[config.mk]
export PLATFORM = sky130hd
export DESIGN_NAME = dot_product_scheduler
export DESIGN_NICKNAME = d
export VERILOG_FILES = /design/src/rtl/po2_pkg.sv /design/src/rtl/wait_watchdog.sv /design/src/rtl/dot_product_scheduler.sv
export SDC_FILE = /design/constraint.sdc
export NUM_CORES = 1
export LEC_CHECK = 0
export CAP_MARGIN = 20
export CELL_PAD_IN_SITES_DETAIL_PLACEMENT = 1
export CELL_PAD_IN_SITES_GLOBAL_PLACEMENT = 1
export CORE_ASPECT_RATIO = 0.8
export CORE_MARGIN = 3
export CORE_UTILIZATION = 31
export DETAILED_ROUTE_END_ITERATION = 8
export GPL_TIMING_DRIVEN = 0
export PLACE_DENSITY_LB_ADDON = 0.12
export SYNTH_ARGS = -nofsm -noshare
export SYNTH_HDL_FRONTEND = slang
export SYNTH_SLANG_ARGS = --single-unit
[constraint.sdc]
create_clock -name clk -period 7 [get_ports clk]
set_clock_uncertainty 0.2 [all_clocks]
set_input_delay 1.75 -clock clk [delete_from_list [all_inputs] [get_ports clk]]
set_output_delay 1.75 -clock clk [all_outputs]
set_load 0.02 [all_outputs]
[src/rtl/po2_pkg.sv]
// Shared types and width helpers for the dot-product scheduler.
//   state_t   : scheduler FSM state encoding
//   row_width : bits needed for a row index over k rows (min 1)
//   wd_width  : bits needed for a watchdog counting 0..t-1 (min 1)
package po2_pkg;

  typedef enum logic [2:0] {
    S_IDLE,
    S_START,
    S_WAIT,
    S_STORE,
    S_DONE
  } state_t;

  function automatic int row_width(input int k);
    return (k > 1) ? $clog2(k) : 1;
  endfunction

  function automatic int wd_width(input int t);
    return (t > 1) ? $clog2(t) : 1;
  endfunction

endpackage

[src/rtl/wait_watchdog.sv]
// Bounds the number of cycles spent waiting for one engine result.
//   clk, rst : clock, asynchronous active-high reset
//   clr      : synchronous clear back to 0
//   en       : count one waiting cycle
//   expired  : high on the TIMEOUT-th waiting cycle (count == TIMEOUT-1)
module wait_watchdog
  import po2_pkg::*;
#(
  parameter int TIMEOUT = 255
) (
  input  logic clk,
  input  logic rst,
  input  logic clr,
  input  logic en,
  output logic expired
);

  localparam int CW = wd_width(TIMEOUT);

  logic [CW-1:0] cnt;

  assign expired = (cnt == CW'(TIMEOUT - 1));

  // Holds at the terminal value so the counter never wraps.
  always_ff @(posedge clk or posedge rst) begin
    if (rst)                  cnt <= '0;
    else if (clr)             cnt <= '0;
    else if (en && !expired)  cnt <= cnt + CW'(1);
  end

endmodule

[src/rtl/dot_product_scheduler.sv]
// Sequences K weight-set rows of a shared dot-product engine over one
// accepted activation vector and presents all K results together.
//   clk, rst           : clock, asynchronous active-high reset
//   in_data/in_v/in_ready : activation vector input handshake
//   eng_a, eng_row     : operands held stable for the engine per row
//   eng_rst            : engine restart; falling edge starts a dot product
//   eng_out/eng_out_v  : engine result, valid until eng_rst rises again
//   out_data/out_v/out_ready : packed row results (row 0 in the MSBs)
//   err                : sticky engine timeout flag
//
// state | meaning
// IDLE  | ready for a vector, engine held in restart
// START | one restart cycle for the current row, watchdog cleared
// WAIT  | engine running, waiting for eng_out_v or watchdog expiry
// STORE | write row result, advance row or finish
// DONE  | out_data valid, waiting for out_ready
module dot_product_scheduler
  import po2_pkg::*;
#(
  parameter int W       = 16,
  parameter int D       = 4,
  parameter int K       = 4,
  parameter int TIMEOUT = 255
) (
  input  logic                    clk,
  input  logic                    rst,
  input  logic [D*W-1:0]          in_data,
  input  logic                    in_v,
  output logic                    in_ready,
  output logic [D*W-1:0]          eng_a,
  output logic [row_width(K)-1:0] eng_row,
  output logic                    eng_rst,
  input  logic [2*W-1:0]          eng_out,
  input  logic                    eng_out_v,
  output logic [K*2*W-1:0]        out_data,
  output logic                    out_v,
  input  logic                    out_ready,
  output logic                    err
);

  localparam int RW = row_width(K);

  state_t         state, state_nxt;
  logic [RW-1:0]  row;
  logic           tmo;
  logic           wd_clr, wd_en, wd_expired;
  logic           timeout;
  logic           slot_we;
  logic [2*W-1:0] slot_val;

  wait_watchdog #(.TIMEOUT(TIMEOUT)) u_wd (
    .clk     (clk),
    .rst     (rst),
    .clr     (wd_clr),
    .en      (wd_en),
    .expired (wd_expired)
  );

  // A result arriving on the last allowed cycle wins over the timeout.
  assign timeout  = (state == S_WAIT) && !eng_out_v && wd_expired;
  assign slot_we  = timeout || ((state == S_STORE) && !tmo);
  assign slot_val = timeout ? '0 : eng_out;
  assign eng_row  = row;

  always_ff @(posedge clk or posedge rst) begin
    if (rst) state <= S_IDLE;
    else     state <= state_nxt;
  end

  always_comb begin
    state_nxt = state;
    case (state)
      S_IDLE:  if (in_v) state_nxt = S_START;
      S_START: state_nxt = S_WAIT;
      S_WAIT:  if (eng_out_v || wd_expired) state_nxt = S_STORE;
      S_STORE: state_nxt = (row == RW'(K - 1)) ? S_DONE : S_START;
      S_DONE:  if (out_ready) state_nxt = S_IDLE;
      default: state_nxt = S_IDLE;
    endcase
  end

  // eng_rst stays low through STORE so the engine result is still valid
  // when it is written.
  always_comb begin
    in_ready = 1'b0;
    eng_rst  = 1'b1;
    out_v    = 1'b0;
    wd_clr   = 1'b0;
    wd_en    = 1'b0;
    case (state)
      S_IDLE: begin
        in_ready = 1'b1;
        wd_clr   = 1'b1;
      end
      S_START: wd_clr = 1'b1;
      S_WAIT: begin
        eng_rst = 1'b0;
        wd_en   = !eng_out_v;
      end
      S_STORE: eng_rst = 1'b0;
      S_DONE:  out_v = 1'b1;
      default: ;
    endcase
  end

  always_ff @(posedge clk or posedge rst) begin
    if (rst) begin
      eng_a    <= '0;
      row      <= '0;
      tmo      <= 1'b0;
      err      <= 1'b0;
      out_data <= '0;
    end else begin
      case (state)
        S_IDLE: if (in_v) begin
          eng_a <= in_data;
          row   <= '0;
        end
        S_START: tmo <= 1'b0;
        S_WAIT: if (timeout) begin
          err <= 1'b1;
          tmo <= 1'b1;
        end
        S_STORE: if (row != RW'(K - 1)) row <= row + RW'(1);
        default: ;
      endcase
      for (int k = 0; k < K; k++) begin
        if (slot_we && row == RW'(k))
          out_data[2*W*(K-1-k) +: 2*W] <= slot_val;
      end
    end
  end

endmodule

# Yosys cells after proc, flatten, opt, wreduce, memory -nomap -nowiden
# Cells that the tools add are included.
word_totals:
  reg_bits: 207
  inputBits: 101
classes:
  n_addsub: 2
  n_eq_ne: 14
  n_mux: 18
  reduce_logical: 25
ops:
  columns: ["operator", "n"]
  rows:
  - ["two-way mux 32 bit", 1]
  - ["two-way mux 8 bit", 2]
  - ["case mux 3 bit (5 select lines)", 1]
  - ["two-way mux 3 bit", 4]
  - ["adder 8 x 1 -> 8 bit, second input constant", 1]
  - ["== test 8 bit, second input constant", 1]
  - ["logical AND 1 bit", 8]
  - ["inequality test 2 bit, second input constant", 4]
  - ["== test 3 x 2 -> 1 bit, second input constant", 2]
  - ["two-way mux 1 bit", 6]
  - ["AND reduction 2 bit", 3]
  - ["AND reduction 3 bit", 2]
  - ["nonzero test 2 bit", 3]
  - ["== test 2 bit, second input constant", 2]
  - ["two-way mux 2 bit", 2]
  - ["inequality test 2 x 1 -> 1 bit, second input constant", 2]
  - ["case mux 2 bit (2 select lines)", 1]
  - ["OR reduction 2 bit", 2]
  - ["== test 3 x 1 -> 1 bit, second input constant", 1]
  - ["== test 3 bit, second input constant", 1]
  - ["zero test 1 bit", 3]
  - ["zero test 3 bit", 1]
  - ["adder 2 x 1 -> 2 bit, second input constant", 1]
  - ["== test 2 x 1 -> 1 bit, second input constant", 1]
  - ["3 further kinds", 4]

# Depth between registers and ports, before layout
# Gate-level depths: netlist of run 1.
logic_depth:
  word_depth: 5
  ltp_mapped: 8
  depth_no_buf: 6

# By module
# From an unflattened synthesis of run 1, not the netlist that was laid out.
hier_totals:
  hier_cells: 680
  hier_area_um2: 8874.8
modules_own_cells:
  columns: ["mod", "instances", "cells_each", "area_per_inst_um2"]
  rows:
  - ["dot_product_scheduler", 1, 628, 8385.5]
  - ["wait_watchdog", 1, 52, 489.2]

# Worst setup path before layout of run 1
# Ideal clock, no wire load.
synth_timing:
  kind: "input -> register"
  start: "input port eng_out_v"
  end: "register out_data[0]"
  setup_time_ns: 0.121
  t_arrival_ns: 2.746
  required_ns: 6.679
  setup_slack_ns: 3.933
  cell_stages: 6
  n_path_buf: 2
  cell_sequence: "nor4b_4 and3_1 buf_6 a21oi_4 buf_6 a22o_1"
synth_between:
  elab_chain_cells: 5
  elab_cells_between_ends: 6
synth_lines:
  columns: ["element", "line_no", "text"]
  rows:
  - ["from (decl)", "dot_product_scheduler.sv:34", "input logic eng_out_v,"]
  - ["zero test 1 bit (*)", "dot_product_scheduler.sv:60", "assign timeout = (state == S_WAIT) && !eng_out_v && wd_expired;"]
  - ["logical AND 1 bit (*) (2 in series)", "dot_product_scheduler.sv:60", null]
  - ["logical OR 1 bit", "dot_product_scheduler.sv:61", "assign slot_we = timeout || ((state == S_STORE) && !tmo);"]
  - ["logical AND 1 bit", "dot_product_scheduler.sv:128", "if (slot_we && row == RW'(k))"]
  - ["to (signal, indexed assignment)", "dot_product_scheduler.sv:129", "out_data[2*W*(K-1-k) +: 2*W] <= slot_val;"]
  - ["to (decl)", "dot_product_scheduler.sv:35", "output logic [K*2*W-1:0] out_data,"]
# Mark *: on every way between the ends. The rest lies on a longest branch, timed or not.
# A chain may end at the register's enable or synchronous reset.

# Final worst setup path of run 1
layout_timing:
  start: "register state[2]"
  end: "output port out_v"
layout_between:
  elab_chain_cells: 2
layout_lines:
  columns: ["element", "line_no", "text"]
  rows:
  - ["from (decl)", "dot_product_scheduler.sv:43", "state_t state, state_nxt;"]
  - ["from (signal assigned)", "dot_product_scheduler.sv:67", "else state <= state_nxt;"]
  - ["== test 3 bit", "dot_product_scheduler.sv:90", "case (state)"]
  - ["two-way mux 1 bit", "dot_product_scheduler.sv:90", null]
  - ["to (decl)", "dot_product_scheduler.sv:36", "output logic out_v,"]
# No other way between the ends.

==> results summary, run 1 <==
The count of fill cells added during filler insertion is 2,461. The cell depth of the worst setup path came out at 3. The number of flip-flops and latches in the synthesized netlist is 207. The maximum number of buffers from clock root to sink is 3. For this run, the total global-route usage over all layers was measured as 19.0%. The effective utilization at floorplan came out at 32.0%. In this run, the combinational gates consume 47.6% of the power. At the pin with the least slew margin, the transition time is 0.606 ns. The number of buffers and inverters on the critical path is 2. The placeable core area is 24,600 sq um. Measured in cells, the most critical reg-to-reg path has a length of 6.

In this run the power spent charging and discharging nets is 0.00229 W. The final routed wirelength across all metal layers came out at 26,200 um. The post-route DRC violation count is 0. Yosys mapped the design onto 38 distinct sky130hd cell types. The first-pass iteration count of the detailed router came out at 4.

Counting instances, the worst hold path has a depth of 1. The quantity of gates resized following cts is 0. The final weighted congestion in routability-driven placement came out at 0.768. The mapped netlist covers 7870 sq um. The first-iteration detailed-routing DRC count came out at 247. The quantity of I/O buffers inserted on ports came out at 298. In this run the most critical hold path is launched from err. Sequential cells account for 33.3% of the total power. The number of buffers inserted to repair setup after CTS is 0. The endpoint of the most critical register-to-register path is out_data[17]. The run finished with clean final reports. The post-synthesis area per instance came out at 15.2 sq um. The max-slew violation total from the final report is 0. STA classifies the critical path startpoint as a flip-flop. The min-delay analysis places its worst path in the category reg2reg. The reported leakage power came out at 5.38 nW. The number of standard cells after synthesis is 517.

Grouping stages by cell kind, the critical path spends the most delay in buffers and inverters. The total congestion overflow is 0. The total CTS buffers is 23.

The total power density per cell area came out at 519 nW/um^2. The reg-to-reg critical path startpoint is state[2]. Traced cell by cell, the critical path runs through buf_2 -> nor3b_1 -> clkdlybuf4s50_1. The net count of the mapped netlist came out at 624.

The via count of the first global-routing pass came out at 6,691. The critical path in this run is classified as reg2out. The post-route minimum period is 4.00 ns. The half-perimeter wire length of the detailed placement result is 18,900 um.

The worst supply voltage drop on vdd came out at 0.247 mV. The post-route core utilization is 49.1%. Row generation in the floorplan step produced 51 rows. In the finished design, the share of the clock period the worst path needs comes to 57.1%.

The vertical die dimension came out at 149 um. The number of hold violations in the final report is 0. The library cell contributing the largest single delay on the critical path is sky130_fd_sc_hd__clkdlybuf4s50_1. Entering global routing, the biggest net connects 45 pins. The number of primary I/O pins is 299. The peak fanout along the critical path is 8. The switching share of power came out at 36.4%. The overall via count from detail_route came out at 5,926.

Static timing analysis puts the maximum clock frequency at 250 MHz. The per-cell via count in the routed design came out at 5.03. Clock-pin slew was measured on the worst setup and hold paths at 0.06 ns.

The data arrival time of the worst path came out at 2.05 ns. Data on the critical path is required at its endpoint by 5.05 ns. STA classifies the critical path endpoint as an output pin. The die covers 27,300 sq um. The post-route setup TNS came out at 0 ns.

The routed wire length per instance came out at 22.3 um. CTS placed an instance of sky130_fd_sc_hd__clkbuf_16 at the clock tree root. The relative area change from synthesis to final layout is 53.7%. The width of the die is 184 um.

For this run, the register share of the synthesized area comes to 65.8%. The net count reported at finish came out at 952. In this run the number of H-tree levels came out at 1. The clock network burns 19.2% of the power. The latest clock arrival within the worst-skew pair is 0.51 ns. The first-pass GRT wire length came out at 40,500 um.

The number of antenna violations at the first check in global routing is 0. TritonCTS built the clock tree. Setup repair after global routing left no endpoint under its margin. The count of warnings emitted by yosys came out at 0. The hold-fix buffer count after cts is 0. The proportion of layout cells with a drive suffix above 1 is 17.2%. In this run the tightest slew margin relative to its limit is 59.4%. The largest single stage delay on the critical path is 0.69 ns. The setup-violating endpoint count in the final report came out at 0.

The setup check on the worst reg-to-reg path leaves a slack of 4.89 ns. The antenna cell count is 0. The destination of the worst hold path is err. The clock net sink count came out at 207. The count of nets left with antenna violations once routing finished came out at 0.

The tool flagged a number of max-cap violations equal to 0. The internal power of the cells totals 0.00399 W.
==> worst max path at each step <==
| stage | from | endpoint | slack, ns |
|---|---|---|---|
| after global routing | state[2] | out_v | 2.93 |
| after floorplan | rst | eng_a[0] | 2.36 |
| final | state[2] | out_v | 3.00 |
| after detailed placement | eng_out_v | out_data[23] | 3.29 |
| after CTS | state[1] | out_v | 2.99 |
| after global placement | rst | eng_a[19] | 0.83 |
==> power by group through the flow <==
stage,registers [W],clock network [W],logic [W]
global route,0.00216,0.00130,0.00316
floorplan,0.00269,0,0.000874
detailed placement,0.00209,0,0.00302
finish,0.00209,0.00120,0.00299
global placement,0.00206,0,0.00296
CTS,0.00209,0.00124,0.00303
==> Yosys cell counts (all sizes together) <==
| master | instances | area, sq um |
|---|---|---|
| or4 | 2 | 15.0 |
| a21oi | 11 | 100 |
| nor2 | 6 | 22.5 |
| xor2 | 1 | 8.76 |
| nand4 | 1 | 6.26 |
| nor4b | 1 | 23.8 |
| or3 | 3 | 18.8 |
| mux2 | 64 | 721 |
| xnor2 | 2 | 17.5 |
| inv | 8 | 30.0 |
| a32o | 1 | 10.0 |
| dfrtp | 207 | 5180 |
| nor2b | 1 | 6.26 |
| nor3 | 2 | 10.0 |
| a21o | 1 | 7.51 |
| a22o | 128 | 1120 |
| nand2 | 5 | 18.8 |
| nand2b | 1 | 6.26 |
| ha | 6 | 75.1 |
| o21ai | 5 | 28.8 |
| and4bb | 1 | 12.5 |
| o22ai | 1 | 6.26 |
| o211ai | 1 | 7.51 |
| nand3 | 4 | 20.0 |
| o31ai | 2 | 15.0 |
| nor3b | 1 | 7.51 |
| a21boi | 1 | 7.51 |
| buf | 38 | 290 |
| and2 | 6 | 37.5 |
| and3 | 2 | 12.5 |
| or2 | 1 | 6.26 |
| clkbuf | 1 | 3.75 |
| nand3b | 1 | 7.51 |
| and4 | 1 | 8.76 |
==> stage by stage <==
| step | setup slack, ns | cell area [sq um] | total power, W | std cells | hold WS, ns |
|---|---|---|---|---|---|
| 3_5_place_dp | 3.29 | 11400 | 0.00511 | 1138 | 0.263 |
| 6_report | 3.00 | 12100 | 0.00628 | 1179 | 0.271 |
| 2_1_floorplan | 2.36 | 7870 | 0.00356 | 517 | 0.242 |
| 3_3_place_gp | 0.834 | 11300 | 0.00502 | 1133 | 0.258 |
| 4_1_cts | 2.99 | 12100 | 0.00637 | 1179 | 0.278 |
| 5_1_grt | 2.93 | 12100 | 0.00662 | 1179 | 0.291 |
==> kinds of logic after synthesis <==
family | count (synthesis) | synth area share [%]
compound gates | 151 | 16.6
simple gates | 39 | 3.05
mux | 64 | 9.16
buf+inv | 47 | 4.12
flops | 207 | 65.8
fa+ha+maj | 6 | 0.954
xor+xnor | 3 | 0.334
==> state kept, by name (all words and copies together), names as in the netlist <==
register and flops:
eng_row 2, tmo 1, u_wd.cnt 8, out_data 128, state 3, eng_a 64
err 1
==> metal layers <==
layer,GRT usage (%),wire length [um]
met5,0,0
met4,4.34,557
met3,7.90,2700
met2,30.6,12100
met1,23.9,10900
==> placed cells by master (no fill, tap or decap), drive strengths merged, types with 2 or more instances in the layout <==
master         count
bufinv             2
xnor2              2
ha                 6
a22o             128
or4                2
o21ai              5
inv                8
a21oi             11
nor3               2
and3               2
clkinv             3
clkdlybuf4s50    298
nor2               6
mux2              64
clkbuf            36
or3                3
nand2              5
and2               6
nand3              4
dfrtp            207
buf               43
o31ai              2
==> final cells by class <==
type | instances | area [sq um] | share of cell area (%)
Sequential cell | 207 | 5180 | 42.8
Timing Repair Buffer | 303 | 3080 | 25.5
Multi-Input combinational cell | 263 | 2370 | 19.6
Clock buffer | 35 | 661 | 5.46
Tap cell | 318 | 398 | 3.29
Buffer | 39 | 294 | 2.43
Clock inverter | 6 | 83.8 | 0.693
Inverter | 8 | 33.8 | 0.279
Note: power is estimated with default switching activity, not from simulation.
==> inputs of run 2 (changes only) <==
==> constraint.sdc (replaced) <==
create_clock -name clk -period 3.2 [get_ports clk]
set_clock_uncertainty 0.2 [all_clocks]
set_input_delay 0.8 -clock clk [delete_from_list [all_inputs] [get_ports clk]]
set_output_delay 0.8 -clock clk [all_outputs]
set_load 0.02 [all_outputs]
==> results of run 2 <==
The final DEF is identical to that of run 1. Status: complete, no violations.
Main changes from that run: setup slack after placement 3.29 ns -> 0.445 ns; setup slack after layout 3.00 ns -> 0.150 ns; register-to-register setup slack 4.89 ns -> 1.09 ns; total power 0.00628 W -> 0.0137 W; worst IR drop on VDD 0.247 mV -> 0.541 mV
==> inputs of run 3 (changes only) <==
==> constraint.sdc (replaced) <==
create_clock -name clk -period 3.2 [get_ports clk]
set_clock_uncertainty 0.2 [all_clocks]
set_input_delay 0.8 -clock clk [delete_from_list [all_inputs] [get_ports clk]]
set_output_delay 0.8 -clock clk [all_outputs]
set_load 0.1 [all_outputs]
==> run 3 against run 2 <==
Routed wire length shrank 1.1%; sequential cell count is the same; critical path depth shrank 2; via count shrank 0.71%; utilization grew 0.38 points; setup slack lost 0.027 ns; die area is the same; fmax shrank 0.87%; sequential share of layout area shrank 0.33 points; first-iteration DRC count grew 8.1%; critical path type unchanged; critical endpoint is now out_data[30].
==> results summary, run 3 (synthesis gave the netlist of run 1 again) <==
The run finished with clean final reports. The path class of the tightest hold or removal check is reg2reg. The clock net sink count came out at 207.

Buffers inserted during clock tree synthesis total 24. The number of cells on the worst reg-to-reg path is 6. The cell at the root of the clock tree is sky130_fd_sc_hd__clkbuf_16. In the routed design, unresolved DRC markers number 0. Following the worst setup path forward leads to its endpoint at out_data[30]. The critical setup path kind is reg2out. The net count reported at finish is 954. The floorplan row count came out at 51. The die covers 27,300 sq um. The placeable core area came out at 24,600 sq um.

The endpoint of the most critical register-to-register path is out_data[10]. The number of antenna violations at the first check in global routing came to 0. Setup repair after global routing left no endpoint under its margin.

The first-iteration detailed-routing DRC count came out at 267. The setup-violating endpoint count in the final report came out at 0. The via count of the first global-routing pass is 6,660. The startpoint identified for the worst register-to-register timing path is state[2].

In this run the number of H-tree levels came out at 1. The longest clock path from root to sink contains 3 buffers. The clock transition at the registers of the reported paths is 0.07 ns. The peak fanout along the critical path is 2. The overall routing resource usage came out at 18.7%. The critical path goes through clkdlybuf4s50_1. The slack of the worst reg-to-reg path came out at 1.04 ns. At the end of routability-driven placement, the weighted congestion stood at 0.802. The final routed wirelength across all metal layers is 25,900 um. Once detailed placement completed, the half-perimeter wirelength came to 18,900 um. The launching instance or port of the critical path is out_data[30]. The headroom to the max-slew limit is 28.7%. The max-slew violation total from the final report came to 0.

TritonCTS built the clock tree. The worst setup path is captured at an output pin. The count of fill cells added during filler insertion came out at 2,450. In the final layout, the share of cells above drive strength 1 is 18.4%. The final-layout worst hold slack is 0.284 ns. The vertical die dimension is 149 um. The total congestion overflow is 0. In this run the post-CTS setup repair buffer count came out at 0. The type of element launching the critical path is a flip-flop. Derived from the worst setup path, the maximum achievable clock frequency is 325 MHz. The largest registers in the layout are out_data: 128 flops, eng_a: 64 flops, u_wd.cnt: 8 flops.

The antenna cell count came out at 0. In this design, the largest share of critical-path delay is due to buffers and inverters. The first-pass GRT wire length came out at 40,400 um.

In the layout the commonest cells are sky130_fd_sc_hd__clkdlybuf4s50_1 (293), sky130_fd_sc_hd__dfrtp_1 (207), sky130_fd_sc_hd__a22o_1 (128). The quantity of I/O buffers inserted on ports is 298. STA puts the critical path data required time at 2.20 ns. Once detail routing completed, the nets flagged for antenna violations numbered 0. The overall via count from detail_route came out at 5,884. The effective utilization at floorplan came out at 32.0%. In this run the horizontal extent of the chip is 184 um. The hold-fix buffer count after cts came out at 0. Compared with the post-synthesis result, the final layout area differs by 54.9%. In this run the number of cells on the critical path is 1.

The biggest cell delay along the critical path came out at 1.19 ns. At the pin with the least slew margin, the transition time is 1.07 ns. Entering global routing, the biggest net connects 38 pins. The number of hold violations in the final report was 0.

The number of maximum-capacitance violations is 0. The first-pass iteration count of the detailed router is 4. Ranked by flip-flop count, first place goes to out_data. The slowest stage of the critical path is the sky130_fd_sc_hd__clkdlybuf4s50_1 cell. At the later pin of the worst-skew pair, clock insertion delay measures 0.51 ns. The data arrival time of the worst path is 2.08 ns. 299 I/O pins were placed. The number of buffers and inverters on the critical path is 1. The worst path in the final design needs a cycle of 3.08 ns, including I/O delays and setup.

The per-cell via count in the routed design is 4.99. The library cell used most frequently in the layout, excluding fill and tap cells, is sky130_fd_sc_hd__clkdlybuf4s50_1. Dividing the detail-routed wire length by the instance count gives 22.0 um. The flip-flop count of the largest register after layout came out at 128.

The post-route clock period utilization came out at 96.2%.
run 3: cell types whose count changed in the layout (fill, tap and decap cells not counted), moves of 2 or more:
cell and delta:
sky130_fd_sc_hd__clkbuf_1 -5, sky130_fd_sc_hd__clkbuf_2 +3, sky130_fd_sc_hd__clkdlybuf4s50_1 -5, sky130_fd_sc_hd__clkinv_4 +2, sky130_fd_sc_hd__bufinv_16 +2, sky130_fd_sc_hd__dlygate4sd2_1 +2
run 3: per-stage QoR:
| step | setup slack, ns | area [sq um] | utilization [%] | instances | TNS [ns] |
|---|---|---|---|---|---|
| detailed placement | 0.286 | 11400 | 46.2 | 1139 | 0 |
| global route | 0.0574 | 12200 | 49.5 | 1179 | 0 |
| global placement | -1.98 | 11300 | 45.7 | 1133 | -408.00 |
| floorplan | -0.486 | 7880 | - | 517 | -100.65 |
| finish | 0.123 | 12200 | 49.5 | 1179 | 0 |
| CTS | 0.0149 | 12200 | 49.5 | 1179 | 0 |
run 3: layer usage:
layer	vias to the layer above	share of wire [%]	global-route usage [%]
li1	2589	-	-
met1	3024	43	24.6
met2	240	46	30.4
met3	31	9.4	6.23
met4	0	1.9	4.04
met5	-	0	0
run 3: what timing repair did:
action	in CTS	in global routing
setup endpoints to repair	5	3
gates resized for setup	5	6
endpoints found under the hold margin	0	0
run 3: worst reg2reg max path, delay by kind of cell (launching register included):
family	cells	cell delay (ns)
buffers and inverters	3	0.87
AOI/OAI and AO/OA	1	0.20
and+or+nand+nor	2	0.47
DFF	1	0.35
run 3: worst min-delay path by stage:
stage	start	endpoint	slack, ns	cells past startpoint
floorplan	tmo	tmo	0.24	1
global placement	tmo	tmo	0.26	1
detailed placement	tmo	tmo	0.27	1
CTS	tmo	tmo	0.28	1
global route	tmo	tmo	0.31	1
finish	tmo	tmo	0.28	1
run 3: final cells by class:
class                      instances  area [sq um]  area share (%)
clock buffer                      30           653            5.36
multi-input combinational        263          2380            19.5
tap                              318           398            3.26
sequential                       207          5180            42.5
clock inverter                    10           171            1.41
inverter                           8          33.8           0.277
buffer                            39           294            2.41
timing repair buffer             304          3090            25.3
Power of run 3 is not shown: default switching activity piles up to over one toggle a cycle in this logic, so the estimate is an artifact.
